`src/rtl/pm_boot_loader_pkg.sv`:
```
// Shared definitions for the program-memory boot loader: FSM encoding and header size.
package pm_boot_loader_pkg;

  typedef enum logic [2:0] {
    IDLE  = 3'd0,
    HDR   = 3'd1,
    DATA  = 3'd2,
    WRITE = 3'd3,
    CHK   = 3'd4,
    DONE  = 3'd5,
    ERR   = 3'd6
  } state_t;

  localparam int HDR_BYTES = 4;
  localparam int CNT_W     = 16;

endpackage

```
`src/rtl/pm_boot_loader_if.sv`:
```
// Byte-stream input and program-memory write port of the boot loader.
// The master side is the image source and PM observer; the loader is the slave.
interface pm_boot_loader_if #(
  parameter int PMA_SIZE = 16,
  parameter int PMD_SIZE = 32
);
  logic [7:0]          in_byte;
  logic                in_valid;
  logic                in_ready;
  logic                ld_pm_cslt;
  logic                ld_pm_wrb;
  logic [PMA_SIZE-1:0] ld_pm_add;
  logic [PMD_SIZE-1:0] ld_pm_dt;

  modport master (
    output in_byte, in_valid,
    input  in_ready, ld_pm_cslt, ld_pm_wrb, ld_pm_add, ld_pm_dt
  );

  modport slave (
    input  in_byte, in_valid,
    output in_ready, ld_pm_cslt, ld_pm_wrb, ld_pm_add, ld_pm_dt
  );
endinterface

```
`src/rtl/pm_word_assembler.sv`:
```
// Packs big-endian stream bytes into PMD_SIZE-bit instruction words.
// word is the completed value including the byte currently presented.
module pm_word_assembler #(
  parameter int PMD_SIZE = 32
) (
  input  logic                clk,
  input  logic                reset,
  input  logic                clear,
  input  logic                byte_en,
  input  logic [7:0]          byte_in,
  output logic                word_rdy,
  output logic [PMD_SIZE-1:0] word
);

  localparam int BPW = PMD_SIZE / 8;
  localparam int CW  = (BPW > 1) ? $clog2(BPW) : 1;

  logic [PMD_SIZE-1:0] sr_q;
  logic [CW-1:0]       cnt_q;

  assign word     = PMD_SIZE'({sr_q, byte_in});
  assign word_rdy = byte_en && (cnt_q == CW'(BPW - 1));

  always_ff @(posedge clk or negedge reset) begin
    if (!reset) begin
      sr_q  <= '0;
      cnt_q <= '0;
    end else if (clear) begin
      sr_q  <= '0;
      cnt_q <= '0;
    end else if (byte_en) begin
      sr_q  <= word;
      cnt_q <= word_rdy ? '0 : cnt_q + 1'b1;
    end
  end

endmodule

```
`src/rtl/pm_boot_loader.sv`:
```
// Program-memory boot loader: decodes a header plus instruction words and writes PM.
// Optional trailing XOR checksum is enabled with `define PM_BOOT_LOADER_CHECKSUM_EN.
module pm_boot_loader
  import pm_boot_loader_pkg::*;
#(
  parameter int PMA_SIZE = 16,
  parameter int PMD_SIZE = 32
) (
  input  logic              clk,
  input  logic              reset,
  input  logic              ld_start,
  pm_boot_loader_if.slave   bus,
  output logic              ld_busy,
  output logic              ld_done,
  output logic              ld_err,
  output logic              core_hold
);

  localparam logic [1:0] HDR_CNT_L = 2'd1;
  localparam logic [1:0] HDR_LAST  = 2'(HDR_BYTES - 1);

  state_t              state_q, state_d;
  logic [1:0]          hdr_idx_q;
  logic [7:0]          hdr_hi_q;
  logic [CNT_W-1:0]    cnt_q;
  logic [PMA_SIZE-1:0] addr_q;
  logic [PMA_SIZE-1:0] pm_add_q;
  logic [PMD_SIZE-1:0] pm_dt_q;
  logic                start_ok;
  logic                xfer;
  logic                asm_en;
  logic                asm_rdy;
  logic [PMD_SIZE-1:0] asm_word;
  state_t              tail_state;

`ifdef PM_BOOT_LOADER_CHECKSUM_EN
  logic [7:0] chk_q;
  assign tail_state = CHK;
`else
  assign tail_state = DONE;
`endif

  assign start_ok = ld_start && (state_q inside {IDLE, DONE, ERR});
  assign xfer     = bus.in_valid && bus.in_ready;
  assign asm_en   = bus.in_valid && (state_q == DATA);

  assign bus.in_ready   = (state_q inside {HDR, DATA, CHK});
  assign bus.ld_pm_cslt = (state_q == WRITE);
  assign bus.ld_pm_wrb  = (state_q == WRITE);
  assign bus.ld_pm_add  = pm_add_q;
  assign bus.ld_pm_dt   = pm_dt_q;

  assign ld_busy   = (state_q inside {HDR, DATA, WRITE, CHK});
  assign ld_done   = (state_q == DONE);
  assign core_hold = (state_q != DONE);
`ifdef PM_BOOT_LOADER_CHECKSUM_EN
  assign ld_err    = (state_q == ERR);
`else
  assign ld_err    = 1'b0;
`endif

  pm_word_assembler #(.PMD_SIZE(PMD_SIZE)) u_asm (
    .clk      (clk),
    .reset    (reset),
    .clear    (start_ok),
    .byte_en  (asm_en),
    .byte_in  (bus.in_byte),
    .word_rdy (asm_rdy),
    .word     (asm_word)
  );

  always_ff @(posedge clk or negedge reset) begin
    if (!reset) state_q <= IDLE;
    else        state_q <= state_d;
  end

  always_comb begin
    state_d = state_q;
    case (state_q)
      IDLE, DONE, ERR: if (ld_start) state_d = HDR;
      HDR:   if (bus.in_valid && hdr_idx_q == HDR_LAST)
               state_d = (cnt_q != '0) ? DATA : tail_state;
      DATA:  if (asm_rdy) state_d = WRITE;
      // cnt_q still holds the pre-decrement count during WRITE
      WRITE: state_d = (cnt_q != CNT_W'(1)) ? DATA : tail_state;
`ifdef PM_BOOT_LOADER_CHECKSUM_EN
      CHK:   if (bus.in_valid)
               state_d = ((chk_q ^ bus.in_byte) == 8'h00) ? DONE : ERR;
`endif
      default: state_d = IDLE;
    endcase
  end

  always_ff @(posedge clk or negedge reset) begin
    if (!reset) begin
      hdr_idx_q <= '0;
      hdr_hi_q  <= '0;
      cnt_q     <= '0;
      addr_q    <= '0;
      pm_add_q  <= '0;
      pm_dt_q   <= '0;
    end else if (start_ok) begin
      hdr_idx_q <= '0;
      hdr_hi_q  <= '0;
      cnt_q     <= '0;
      addr_q    <= '0;
    end else begin
      case (state_q)
        HDR: if (bus.in_valid) begin
          hdr_idx_q <= hdr_idx_q + 1'b1;
          hdr_hi_q  <= bus.in_byte;
          if (hdr_idx_q == HDR_CNT_L) cnt_q  <= {hdr_hi_q, bus.in_byte};
          if (hdr_idx_q == HDR_LAST)  addr_q <= PMA_SIZE'({hdr_hi_q, bus.in_byte});
        end
        DATA: if (asm_rdy) begin
          pm_add_q <= addr_q;
          pm_dt_q  <= asm_word;
        end
        WRITE: begin
          addr_q <= addr_q + 1'b1;
          cnt_q  <= cnt_q - 1'b1;
        end
        default: ;
      endcase
    end
  end

`ifdef PM_BOOT_LOADER_CHECKSUM_EN
  // Checksum covers header and payload; the trailing byte is compared, not folded in
  always_ff @(posedge clk or negedge reset) begin
    if (!reset)                                   chk_q <= '0;
    else if (start_ok)                            chk_q <= '0;
    else if (xfer && state_q inside {HDR, DATA})  chk_q <= chk_q ^ bus.in_byte;
  end
`else
  logic unused_xfer;
  assign unused_xfer = xfer;
`endif

endmodule

```
`src/flat_wrapper.sv`:
```
// flat-port wrapper written by rule: the top's interface ports become plain ports
module pm_boot_loader_flat import pm_boot_loader_pkg::*;
#(
  parameter int PMA_SIZE = 16,
  parameter int PMD_SIZE = 32
)
  (clk, reset, ld_start, ld_busy, ld_done, ld_err, core_hold, bus_in_byte, bus_in_valid, bus_in_ready, bus_ld_pm_cslt, bus_ld_pm_wrb, bus_ld_pm_add, bus_ld_pm_dt);
  pm_boot_loader_if #(.PMA_SIZE(PMA_SIZE), .PMD_SIZE(PMD_SIZE)) bus_i ();
  input  logic clk;
  input  logic reset;
  input  logic ld_start;
  output logic ld_busy;
  output logic ld_done;
  output logic ld_err;
  output logic core_hold;
  input wire logic [$bits(bus_i.in_byte)-1:0] bus_in_byte;
  input wire logic [$bits(bus_i.in_valid)-1:0] bus_in_valid;
  output wire logic [$bits(bus_i.in_ready)-1:0] bus_in_ready;
  output wire logic [$bits(bus_i.ld_pm_cslt)-1:0] bus_ld_pm_cslt;
  output wire logic [$bits(bus_i.ld_pm_wrb)-1:0] bus_ld_pm_wrb;
  output wire logic [$bits(bus_i.ld_pm_add)-1:0] bus_ld_pm_add;
  output wire logic [$bits(bus_i.ld_pm_dt)-1:0] bus_ld_pm_dt;
  assign bus_i.in_byte = bus_in_byte;
  assign bus_i.in_valid = bus_in_valid;
  assign bus_in_ready = bus_i.in_ready;
  assign bus_ld_pm_cslt = bus_i.ld_pm_cslt;
  assign bus_ld_pm_wrb = bus_i.ld_pm_wrb;
  assign bus_ld_pm_add = bus_i.ld_pm_add;
  assign bus_ld_pm_dt = bus_i.ld_pm_dt;
  pm_boot_loader #(.PMA_SIZE(PMA_SIZE), .PMD_SIZE(PMD_SIZE)) u_core (.clk(clk), .reset(reset), .ld_start(ld_start), .bus(bus_i), .ld_busy(ld_busy), .ld_done(ld_done), .ld_err(ld_err), .core_hold(core_hold));
endmodule
```
`config.mk`:
```
export PLATFORM = sky130hd
export DESIGN_NAME = pm_boot_loader_flat
export DESIGN_NICKNAME = d
export VERILOG_FILES = /design/src/rtl/pm_boot_loader_pkg.sv /design/src/rtl/pm_boot_loader_if.sv /design/src/rtl/pm_word_assembler.sv /design/src/rtl/pm_boot_loader.sv /design/src/flat_wrapper.sv
export SDC_FILE = /design/constraint.sdc
export NUM_CORES = 1
export LEC_CHECK = 0
export ABC_AREA = 1
export CORE_MARGIN = 1.5
export CORE_UTILIZATION = 51
export CTS_CLUSTER_SIZE = 16
export DETAILED_ROUTE_END_ITERATION = 16
export PLACE_DENSITY = 0.76
export SLEW_MARGIN = 20
export SYNTH_ARGS = -nofsm -noshare
export SYNTH_HDL_FRONTEND = slang
export SYNTH_SLANG_ARGS = --single-unit
export TNS_END_PERCENT = 1
```
`constraint.sdc`:
```
create_clock -name clk -period 1.6 [get_ports clk]
set_input_delay 0.24 -clock clk [delete_from_list [all_inputs] [get_ports clk]]
set_output_delay 0.24 -clock clk [all_outputs]
set_load 0.005 [all_outputs]
```
==> impl_metrics.toml <==
[outcome]
status = "finished with violations"
violations = "negative setup slack"

[floorplan]
rows = 39
die_w_um = 111
die-area_um2 = 12200
start_util = 0.520
io_pins = 67
die_y_um = 111
core_area_um2 = 11400

[grt]
globalRouteMet2Util = 0.464
grt-busiest-layer = "met2"
antenna_found_initial = 0
grt_pass1_vias = 5574
grtUsageMet3 = 0.0587
grt.total_usage = 0.283
overflow = 0
grt_max_degree = 34
grt_use_met1 = 0.364
grt_first_pass_wirelength_um = 27400

[detailed_routing]
vias = 5708
wl_um = 17200
vias_per_cell = 5.44
drc = 0
drt_iter0_markers = 523
post_drt_wl_per_cell_um = 16.4
ant_nets = 0
first_pass_iters = 5

[setup_path]
crit_top_cell = "o21ai_1"
end_kind = "register"
path_buf_inv = 4
cp_slowest_cell = "dfrtp_2"
critPathMaxFanout = 9
crit_arrival_ns = 1.99
slowest_delay_ns = 0.48
required_ns = 1.90
worstPathCellList = "inv_4 -> nor2_4 -> buf_12 -> buf_8 -> buf_4 -> o21ai_1 -> nor2_1 -> o21ai_1 -> nand2_1"
crit_path_start_kind = "register"
cpLargestDelayFamily = "buffers and inverters"
criticalPathCategory = "register to register"

[clock_network]
cts_buffers = 17
cts-root-buf = "clkbuf_16"
cts_max_path_buffers = 2
cts.sinks = 119
clk_pin_slew_ns = 0.06
clk_latency_ns = 0.42
cts_tree = "built"
cts-htree-levels = 4

[sta]
setup-tns-final_ns = -1.59
layout_min_cycle_time_ns = 1.69
rsz0062_at_grt = "true"
fin_crit_sh = 1.06
skew_ns = 0.00892
slew_viol_final = 0
layout_setup_ws_ns = -0.0890
setup_violations = 54
max_freq_ghz = 0.592
hold_viol = 0
hold_slack_ns = 0.243

[cells_and_area]
area_growth_pct = 40.3
n_antenna_cell = 0
fin_nets = 912
fin_util = 0.729
fillCellCount = 850
drive_gt1_frac = 0.231

[hold_path]
hold_path_class = "primary input to async pin"

[yosys]
synth_area_leader_cell = "dfrtp_1"
synth_area_um2 = 5910
synth_seq_cells = 119
syn_nets = 777
syn_area_per_cell_um2 = 7.78
yosys-top-cells-area = "dfrtp_1 (50%), nand2_1 (17%), nand3_1 (5.5%), nor2_1 (4.9%), inv_1 (3.9%)"
syn_inst = 759
synth_cell_types = 34
synth_top_cells_by_count = "nand2_1 (260), dfrtp_1 (119), nor2_1 (77)"
yosysMostFrequentCell = "nand2_1"
synthArstFlopShare = 1.00
synth_flop_cell = "dfrtp_1"
yosys.area.top_type_share = 0.504
yosys_warnings = 0
synth-seq-area-share = 0.504
synth_edf_count = 0

[power_and_ir_drop]
power_mw = 16.0
vdd_drop_max_v = 0.00137
power_density_nw_per_um2 = 1930
p_leak_nw = 4.02

[placed_design]
io_buffers = 65
dp_hpwl_um = 11200
place_congestion = 0.939

[job]
drv_cap = 0
==> power by group <==
part	switching, mW	total [mW]	internal (mW)
logic	4.13	7.48	3.35
registers	0.909	4.91	4.00
clock network	1.39	3.60	2.20
total	6.43	16.0	9.55
==> routing by layer <==
layer / vias up / wire length, µm / part of all wire
met2: 224 / 8340 / 0.48
met3: 62 / 1020 / 0.059
met4: 0 / 702 / 0.041
met1: 2739 / 7160 / 0.42
li1: 2683 / - / -
met5: - / 0 / 0
==> final timing paths <==
| path | from | end | slack, ns | depth (start not counted) |
|---|---|---|---|---|
| max in group asynchronous | reset | u_core.bus.ld_pm_dt[18] | 0.83 | 3 |
| min reg2reg | u_core.bus.ld_pm_dt[29] | u_core.bus.ld_pm_dt[29] | 0.47 | 2 |
| max reg2reg | u_core.state_q[1] | u_core.cnt_q[9] | -0.09 | 9 |
| min in group clk | u_core.bus.ld_pm_dt[29] | u_core.bus.ld_pm_dt[29] | 0.47 | 2 |
| max | u_core.state_q[1] | u_core.cnt_q[9] | -0.09 | 9 |
| min | reset | u_core.bus.ld_pm_add[12] | 0.24 | 2 |
==> per-stage QoR <==
step | instances | setup slack (ns) | instance area, µm²
2_1_floorplan | 759 | 0.0637 | 5910
3_3_place_gp | 1001 | -0.192 | 7170
3_5_place_dp | 1001 | -0.199 | 7170
4_1_cts | 1045 | -0.0746 | 8050
5_1_grt | 1049 | -0.149 | 8290
6_report | 1049 | -0.0890 | 8290
==> flip-flops by register name (all words and copies together), names as in the netlist, 3 cells and up <==
| signal | cells |
|---|---|
| u_core.bus.ld_pm_add | 16 |
| u_core.addr_q | 16 |
| u_core.state_q | 3 |
| u_core.hdr_hi_q | 8 |
| u_core.bus.ld_pm_dt | 32 |
| u_core.cnt_q | 16 |
| u_core.u_asm.sr_q | 24 |
==> cell type report <==
class                   instances  area (µm²)  share of cell area
flip-flops and latches        119        2980               0.360
multi-input cells             542        2810               0.339
repair buffers                144        1480               0.179
clock buffers                  20         457              0.0551
inverters                      70         280              0.0338
well taps                     143         179              0.0216
clock inverters                11         101              0.0122
==> placed cells by master, fill, tap and decap left out, types with 18 or more instances in the layout <==
master,count
inv_1,56
clkdlybuf4s50_1,58
o21ai_0,19
nor2_1,57
clkbuf_16,18
nand3_1,60
o21ai_1,46
nand2_1,246
dfrtp_1,117
buf_4,49
==> worst reg2reg max path, stage by stage (launching register included) <==
cell and delay (ns):
dfrtp_2 0.48, inv_4 0.12, nor2_4 0.05, buf_12 0.12, buf_8 0.13, buf_4 0.18
o21ai_1 0.23, nor2_1 0.07, o21ai_1 0.11, nand2_1 0.08
==> logic make-up after synthesis <==
group           count (synthesis)  share of synthesized area
xor+xnor                       10                     0.0148
flops                         119                      0.504
other cells                     1                   0.000635
compound gates                 98                     0.0864
fa+ha+maj                       6                     0.0127
simple gates                  426                      0.307
buf+inv                        99                     0.0748
==> repair_timing <==
action | CTS | global route
cloned | 1 | 3
buffers inserted | 11 | 1
resized for setup | 88 | 71
endpoints found under the setup margin | 20 | 124
pin swaps | 9 | 14
hold buffers | 1 | 0
endpoints found under the hold margin | 81 | 0
(Power assumes the default switching activity.)
